### src/rtl/calc_cmd_pkg.sv
// Shared encodings for the calculator command-port arbiter: command codes,
// sequencer states and requester indices.
package calc_cmd_pkg;

    typedef enum logic [1:0] {
        CMD_PUSH_LO = 2'b00,
        CMD_PUSH_HI = 2'b01,
        CMD_EXEC    = 2'b10,
        CMD_RSVD    = 2'b11
    } cmd_e;

    typedef enum logic [1:0] {
        ST_IDLE      = 2'd0,
        ST_ISSUE     = 2'd1,
        ST_WAIT_DONE = 2'd2,
        ST_RESP      = 2'd3
    } state_e;

    localparam logic REQ_BTN  = 1'b0;
    localparam logic REQ_UART = 1'b1;

    function automatic logic [1:0] req_onehot(input logic idx);
        return (idx == REQ_UART) ? 2'b10 : 2'b01;
    endfunction

endpackage

### src/rtl/rr_arbiter2.sv
// Two-way round-robin grant: a lone request wins, a tie goes to the requester
// that did not win last time. Purely combinational; history lives in the parent.
module rr_arbiter2
    import calc_cmd_pkg::*;
(
    input  logic [1:0] req_i,
    input  logic       last_grant_i,
    output logic       any_o,
    output logic       grant_o
);

    // Grant selection from the request pair and the previous winner
    always_comb begin
        any_o = |req_i;
        case (req_i)
            2'b11:   grant_o = ~last_grant_i;
            2'b10:   grant_o = REQ_UART;
            default: grant_o = REQ_BTN;
        endcase
    end

endmodule

### src/rtl/calc_cmd_arbiter.sv
// Shares the calculator core between the button panel and the UART decoder:
// grants a command, issues it as a one-cycle core strobe and routes the result back.
module calc_cmd_arbiter
    import calc_cmd_pkg::*;
#(
    parameter int unsigned DATA_W   = 8,
    parameter int unsigned RESULT_W = 16,
    parameter int unsigned TIMEOUT  = 1023
) (
    input  logic                  Clk,
    input  logic                  RstN,
    input  logic [1:0]            ReqValid,
    input  logic [3:0]            ReqCmd,
    input  logic [2*DATA_W-1:0]   ReqData,
    output logic [1:0]            ReqReady,
    output logic                  CorePushLow,
    output logic                  CorePushHi,
    output logic                  CoreExecute,
    output logic [DATA_W-1:0]     CoreData,
    input  logic                  CoreBusy,
    input  logic                  CoreDone,
    input  logic [RESULT_W-1:0]   CoreResult,
    output logic [1:0]            RspValid,
    output logic [RESULT_W-1:0]   RspData,
    output logic                  RspError,
    output logic                  Owner
);

    localparam int unsigned CNT_W = $clog2(TIMEOUT + 1);

    state_e              state_q, state_d;
    cmd_e                cmd_q, cmd_d;
    logic [DATA_W-1:0]   data_q, data_d;
    logic [CNT_W-1:0]    cnt_q, cnt_d;
    logic                last_grant_q, last_grant_d;
    logic                owner_q, owner_d;
    logic [1:0]          req_ready_q, req_ready_d;
    logic                push_lo_q, push_lo_d, push_hi_q, push_hi_d, exec_q, exec_d;
    logic [DATA_W-1:0]   core_data_q, core_data_d;
    logic [1:0]          rsp_valid_q, rsp_valid_d;
    logic [RESULT_W-1:0] rsp_data_q, rsp_data_d;
    logic                rsp_error_q, rsp_error_d;

    logic                arb_any_s, arb_grant_s, grant_ok_s, timeout_s, done_seen_s;
    logic [1:0]          gnt_cmd_s;
    logic [DATA_W-1:0]   gnt_data_s;

    rr_arbiter2 u_arb (
        .req_i        (ReqValid),
        .last_grant_i (last_grant_q),
        .any_o        (arb_any_s),
        .grant_o      (arb_grant_s)
    );

    // The cycle after a strobe is a guard cycle: the granted requester gets time to
    // retire ReqValid, and the core never sees back-to-back strobes.
    assign grant_ok_s  = arb_any_s && !(push_lo_q || push_hi_q || exec_q);
    assign gnt_cmd_s   = arb_grant_s ? ReqCmd[3:2] : ReqCmd[1:0];
    assign gnt_data_s  = arb_grant_s ? ReqData[2*DATA_W-1:DATA_W] : ReqData[DATA_W-1:0];
    assign timeout_s   = (cnt_q == CNT_W'(TIMEOUT));
    // Done is not looked at in the execute strobe cycle itself (counter still zero).
    assign done_seen_s = CoreDone && (cnt_q != {CNT_W{1'b0}});

    // State and datapath registers
    always_ff @(posedge Clk or negedge RstN) begin
        if (!RstN) begin
            state_q      <= ST_IDLE;
            cmd_q        <= CMD_PUSH_LO;
            data_q       <= {DATA_W{1'b0}};
            cnt_q        <= {CNT_W{1'b0}};
            last_grant_q <= REQ_UART;
            owner_q      <= REQ_BTN;
            req_ready_q  <= 2'b00;
            push_lo_q    <= 1'b0;
            push_hi_q    <= 1'b0;
            exec_q       <= 1'b0;
            core_data_q  <= {DATA_W{1'b0}};
            rsp_valid_q  <= 2'b00;
            rsp_data_q   <= {RESULT_W{1'b0}};
            rsp_error_q  <= 1'b0;
        end else begin
            state_q      <= state_d;
            cmd_q        <= cmd_d;
            data_q       <= data_d;
            cnt_q        <= cnt_d;
            last_grant_q <= last_grant_d;
            owner_q      <= owner_d;
            req_ready_q  <= req_ready_d;
            push_lo_q    <= push_lo_d;
            push_hi_q    <= push_hi_d;
            exec_q       <= exec_d;
            core_data_q  <= core_data_d;
            rsp_valid_q  <= rsp_valid_d;
            rsp_data_q   <= rsp_data_d;
            rsp_error_q  <= rsp_error_d;
        end
    end

    // Next-state logic
    always_comb begin
        state_d = state_q;
        case (state_q)
            ST_IDLE: begin
                if (grant_ok_s) state_d = ST_ISSUE;
                else            state_d = ST_IDLE;
            end
            ST_ISSUE: begin
                if (CoreBusy) begin
                    state_d = ST_ISSUE;
                end else begin
                    case (cmd_q)
                        CMD_PUSH_LO, CMD_PUSH_HI: state_d = ST_IDLE;
                        CMD_EXEC:                 state_d = ST_WAIT_DONE;
                        default:                  state_d = ST_RESP;
                    endcase
                end
            end
            ST_WAIT_DONE: begin
                if (done_seen_s || timeout_s) state_d = ST_RESP;
                else                          state_d = ST_WAIT_DONE;
            end
            ST_RESP: state_d = ST_IDLE;
            default: state_d = ST_IDLE;
        endcase
    end

    // Output and datapath next values; pulses default low every cycle
    always_comb begin
        req_ready_d  = 2'b00;
        push_lo_d    = 1'b0;
        push_hi_d    = 1'b0;
        exec_d       = 1'b0;
        rsp_valid_d  = 2'b00;
        core_data_d  = core_data_q;
        rsp_data_d   = rsp_data_q;
        rsp_error_d  = rsp_error_q;
        owner_d      = owner_q;
        last_grant_d = last_grant_q;
        cmd_d        = cmd_q;
        data_d       = data_q;
        cnt_d        = cnt_q;
        case (state_q)
            ST_IDLE: begin
                if (grant_ok_s) begin
                    req_ready_d  = req_onehot(arb_grant_s);
                    owner_d      = arb_grant_s;
                    last_grant_d = arb_grant_s;
                    cmd_d        = cmd_e'(gnt_cmd_s);
                    data_d       = gnt_data_s;
                end else begin
                    cnt_d = cnt_q;
                end
            end
            ST_ISSUE: begin
                if (!CoreBusy) begin
                    case (cmd_q)
                        CMD_PUSH_LO: begin
                            push_lo_d   = 1'b1;
                            core_data_d = data_q;
                        end
                        CMD_PUSH_HI: begin
                            push_hi_d   = 1'b1;
                            core_data_d = data_q;
                        end
                        CMD_EXEC: begin
                            exec_d = 1'b1;
                            cnt_d  = {CNT_W{1'b0}};
                        end
                        default: begin
                            rsp_valid_d = req_onehot(owner_q);
                            rsp_data_d  = {RESULT_W{1'b0}};
                            rsp_error_d = 1'b1;
                        end
                    endcase
                end else begin
                    cnt_d = cnt_q;
                end
            end
            ST_WAIT_DONE: begin
                cnt_d = cnt_q + CNT_W'(1);
                if (done_seen_s) begin
                    rsp_valid_d = req_onehot(owner_q);
                    rsp_data_d  = CoreResult;
                    rsp_error_d = 1'b0;
                end else if (timeout_s) begin
                    rsp_valid_d = req_onehot(owner_q);
                    rsp_data_d  = {RESULT_W{1'b0}};
                    rsp_error_d = 1'b1;
                end else begin
                    rsp_valid_d = 2'b00;
                end
            end
            default: begin
                cnt_d = cnt_q;
            end
        endcase
    end

    assign ReqReady    = req_ready_q;
    assign CorePushLow = push_lo_q;
    assign CorePushHi  = push_hi_q;
    assign CoreExecute = exec_q;
    assign CoreData    = core_data_q;
    assign RspValid    = rsp_valid_q;
    assign RspData     = rsp_data_q;
    assign RspError    = rsp_error_q;
    assign Owner       = owner_q;

endmodule

### config.mk
export PLATFORM = sky130hd
export DESIGN_NAME = calc_cmd_arbiter
export DESIGN_NICKNAME = d
export VERILOG_FILES = /design/src/rtl/calc_cmd_pkg.sv /design/src/rtl/rr_arbiter2.sv /design/src/rtl/calc_cmd_arbiter.sv
export SDC_FILE = /design/constraint.sdc
export NUM_CORES = 1
export LEC_CHECK = 0
export ABC_AREA = 1
export CORE_MARGIN = 2
export CORE_UTILIZATION = 25
export DETAILED_ROUTE_END_ITERATION = 12
export PLACE_DENSITY_LB_ADDON = 0.12
export SLEW_MARGIN = 20
export SYNTH_ARGS = -nofsm -noshare
export SYNTH_HDL_FRONTEND = slang
export SYNTH_SLANG_ARGS = --single-unit
### constraint.sdc
create_clock -name Clk -period 2.2 [get_ports Clk]
set_clock_uncertainty 0.2 [all_clocks]
set_input_delay 0.44 -clock Clk [delete_from_list [all_inputs] [get_ports Clk]]
set_output_delay 0.44 -clock Clk [all_outputs]
set_load 0.02 [all_outputs]
Yosys cells after proc, flatten, opt, wreduce, memory -nomap -nowiden
Cells that the tools add are included.

Reductions and logical operators: 17. Mux-type cells: 39. Equal/unequal tests: 12. Bitwise operators: 2. Add/sub/neg operators: 1.

Operators with widths (count): $mux 16 (4); $pmux 16 s2 (1); $mux 10 (2); $mux 2 (10); $pmux 10 s2 (1); $mux 1 (15); $add 10x1->10 const B (1); $eq 10x10->1 const B (1); $eq 2x2->1 const B (5); $reduce_bool 10->1 (1); $mux 8 (1); $pmux 2 s2 (2); $pmux 2 s4 (1); $ne 2x2->1 const B (3); $reduce_and 3->1 (2); $eq 2x1->1 const B (2); $logic_not 2->1 (2); $pmux 1 s2 (2); $reduce_and 4->1 (1); $reduce_or 2->1 (2); $logic_or 1x1->1 (3); $ne 3x3->1 const B (1); $reduce_or 3->1 (1); $logic_and 1x1->1 (2); other kinds (4) (5).

Input bits: 42. Flip-flop bits (word level): 56. Output and inout bits: 33. Word-level logic and storage cells: 85.

Longest topological paths before layout
Word-level depth: 6. Depth in mapped cells: 11. Mapped depth without buffers: 11.

Modules after synthesis
A second synthesis with hierarchy kept.

Cell total of the unflattened synthesis: 295. Area, all modules: 2682.6 um2.

Modules (own cells, without submodules): calc_cmd_arbiter (instances 1, seq. area each 1402.6 um2, cells an instance 292, area an instance 2667.6 um2); rr_arbiter2 (instances 1, seq. area each 0.0 um2, cells an instance 3, area an instance 15.0 um2).

Least setup slack after synthesis
OpenSTA, ideal clock, no wires.

Kind: reg-to-reg. From: register with a tool-made name. To: register cnt_q[7]. Clock period less this slack: 1.716 ns. Stages on the path, launching flop included: 12. Arrival time: 1.398 ns. Slack: 0.484 ns. Cells stage by stage: dfrtp_1 inv_1 ha_1 inv_2 nor2_4 nand2_4 o21ai_4 nand2_4 nor2_4 nand2_1 nand2_1 a21oi_2.

RTL lines: to (signal assigned) (line calc_cmd_arbiter.sv:70) `cnt_q <= {CNT_W{1'b0}};`; to (signal assigned) (line calc_cmd_arbiter.sv:85) `cnt_q <= cnt_d;`; to (decl) (line calc_cmd_arbiter.sv:34) `logic [CNT_W-1:0] cnt_q, cnt_d;`.

Final worst setup path
From: register owner_q (netlist: Owner). To: output port Owner.

RTL lines: from (decl) (line calc_cmd_arbiter.sv:36) `logic owner_q, owner_d;`; from (signal assigned) (line calc_cmd_arbiter.sv:87) `owner_q <= owner_d;`; to (decl) (line calc_cmd_arbiter.sv:26) `output logic Owner`.

No word-level cell between the ends.

==> results.md <==
- Commonest non-fill, non-tap cell in the layout: nand2_1
- Syn Nets: between 300 and 400
- DR vias: 2108
- Max incr delay on CP: 640 ps
- Pin count of the biggest net entering global routing: 35
- Final period util: about nine tenths
- Max cap viols: 0
- Port-buffer cells: 74
- Status: finished, final reports clean
- Hold crit path type: reg -> reg
- Flops & latches, synth: between 50 and 60
- Post-CTS setup buffers: 0
- Internal: 2.334 mW
- Clock group share of total power: between 10 and 15%
- Post-synth EDFFs: 0
- Num CTS Buffers: 5
- Finish-stage setup viols: 0
- Leakage: 1.633 nW
- Layout area overhead: 38.01%
- Row count: 37
- DIE AREA: 11570 um^2
- Highest Clock Rate: 508.2 MHz
- Clk root buf: clkbuf_8
- Worst-Skew Late Latency: 310 ps
- Vias per cell: 4.208
- Worst EP arrival: 1330 ps
- Final hold vios: 0
- CTS H-tree depth: 2
- IO Pins: between 70 and 80
- Final Slew Violations: 0
- Worst relative slew slack: 55.65%
- Share of post-route cells with drive strength above 1: 20.27%
- Top cell type's share of synthesized area: 51.31%
- GPL Wtd Cong: 0.8071
- Gr usage total: a little under an eighth
- Buf/Inv on CP: 1
- Crit-path cells: clkdlybuf4s50_1
- Req. time, crit path: ~1600 ps
- CTS tree: built
- Syn Area/Cell: 9.513 um^2
- CP Launch Type: register
- Synth Cell Area: 2683 um^2
- Reg2Reg Depth: 5
- Synth unique cells: 31
- Die Span X: 107.6 um
- Iteration count of the initial detailed-routing pass: 4
- Async S/R FF share, synth: 100.0%
- VDD IR max: 0.5065 mV
- Worst-margin pin slew: 662.8 ps
- Worst hold stages: 1
- Top cells by area, synth: dfrtp_1, nand2_1, o21ai_2
- Residual DRC count: 0
- Setup TNS: 0 ps
- Cell depth of the worst setup path: 1
- HPWL Detailed: between 4000 and 5000 um
- Cell taking the most area after synthesis: dfrtp_1
- Detailed Route WL: 6024 um
- Setup WS post-layout: between 200 and 250 ps
- Pwr/cell area: 1055 nW/um^2
- Starting DRT DRC Count: 69
- First-pass GRT wire length: 10380 um
- Critical Path Fanout Max: 3
- Clock slew at reported path FFs: approximately 100 ps
- Finished Cell Area: roughly 3700 um^2
- ANT nets after route: 0
- DP Area: 3603 um^2
- Clk buf depth: 2
- CORE AREA: 10370 um^2
- Unrepaired setup endpoints after global routing: no
- Die height: roughly 110 um
- Pre-CTS WS: 54.36 ps
- Minimum clock period: 1968 ps
- Overall Power: 3.908 mW
- Sequential share of the synthesized area: 52.29%
- Average wire per standard cell: 12.02 um
- Worst path top cell family by delay: buffers and inverters
- Number of global-route vias before repair: ~2200
- Post-route core utilization: a little over a third
- Layout fillers: ~1100
- Net count, final: between 400 and 500
- Logic pwr share: 46.6%
- Main synth FF type: dfrtp_1
- # diodes: 0
- Initial antenna violation count: 0
- CP Class: reg -> out
- Gr ovfl total: 0
- Sequential Power Share: 38.9%
- Clock sink total: 56
- Synth warn: 0
- Crit path max-delay cell type: clkdlybuf4s50_1
- Most frequent cells in the layout: nand2_1, clkdlybuf4s50_1, dfrtp_1, inv_1, o21ai_2
- Endpoint class of the critical path: output pin
- Initial Util: around a quarter
- Cells after Synth: between 200 and 300
- Switching share of power: 40.26%
- Psw: 1.573 mW
-- worst paths after layout --
| kind | startpoint | to | slack (ps) |
|---|---|---|---|
| max | Owner | Owner | 230 |
| min | Owner | RspValid[0] | 260 |
| max reg2reg | CorePushHi | data_q[6] | 250 |
| min reg2reg | Owner | RspValid[0] | 260 |
| max in group asynchronous | RstN | cnt_q[4] | 970 |
| min in group asynchronous | RstN | CoreData[5] | 450 |
-- what timing repair did --
item,in CTS,in global routing
endpoints found under the setup margin,0,2
hold buffers,1,0
hold endpoints to repair,28,0
resized for setup,0,1
-- stage by stage --
stage               hold slack, ps  std cells
detailed placement           245.5        492
floorplan                   -55.59        282
finish                       264.2        501
global placement             242.3        492
global route                 289.4        501
CTS                          268.1        501
-- registers in the layout, summed over array words and instances (netlist names), named ones only --
register and count:
cnt_q 10, cmd_q 2, RspData 16, CoreData 8, data_q 8, ReqReady 2, CorePushLow 1, CoreExecute 1
RspValid 2, RspError 1, last_grant_q 1, Owner 1, CorePushHi 1, state_q 1
-- power groups by stage --
stage / registers, mW / clock network [mW] / logic, mW
after floorplan: 1.68 / 0 / 1.06
after global placement: 1.55 / 0 / 1.85
after detailed placement: 1.54 / 0 / 1.85
after CTS: 1.53 / 0.605 / 1.86
after global routing: 1.56 / 0.653 / 2.03
final: 1.52 / 0.565 / 1.82
-- cell usage after synthesis, types with 2 or more instances --
library cell  number
nor2_4             4
ha_1               5
nor2_1            11
nand4_1            3
a21oi_2            4
o21ai_0            8
a21oi_1            4
inv_2              4
o21ai_2           17
nand3_2            2
mux2_2             8
nand2_1           89
inv_1             18
nor2_2             3
buf_6              5
nand2_4            2
nand3_1           15
nor3_2             2
nand2_2            6
dfrtp_1           55
buf_2              2
o21ai_1            2
nor3_1             5
-- cell families after synthesis --
family	Yosys count	share of synthesized area [%]
AO/OA/AOI/OAI	39	11.05
adder cells (fa/ha/maj)	5	2.332
buffers and inverters	31	5.970
flip-flops	56	52.29
multiplexers	8	3.358
AND/OR/NAND/NOR	143	25.00
-- routing by layer --
layer / wire length (um) / global-route usage [%] / up-vias
met5: 0 / 0 / -
met3: 371 / 3.450 / 9
met1: 2725 / 13.82 / 974
met4: 91 / 3.663 / 0
met2: 2835 / 18.91 / 54
li1: - / - / 1071
-- layout make-up --
class	instances	area (um^2)	share of cell area, %
Tap cell	136	170.2	4.596
Multi-Input combinational cell	195	1122	30.31
Clock inverter	2	13.76	0.3717
Timing Repair Buffer	84	838.3	22.64
Inverter	22	82.58	2.230
Clock buffer	6	72.57	1.960
Sequential cell	56	1403	37.88
-- worst reg2reg max path, delay by kind of cell, from the launching register on --
family / cells / cell delay (ps)
compound gates: 1 / 160
simple gates: 4 / 1140
flops: 1 / 390
Power figures use the tool's default switching activity.
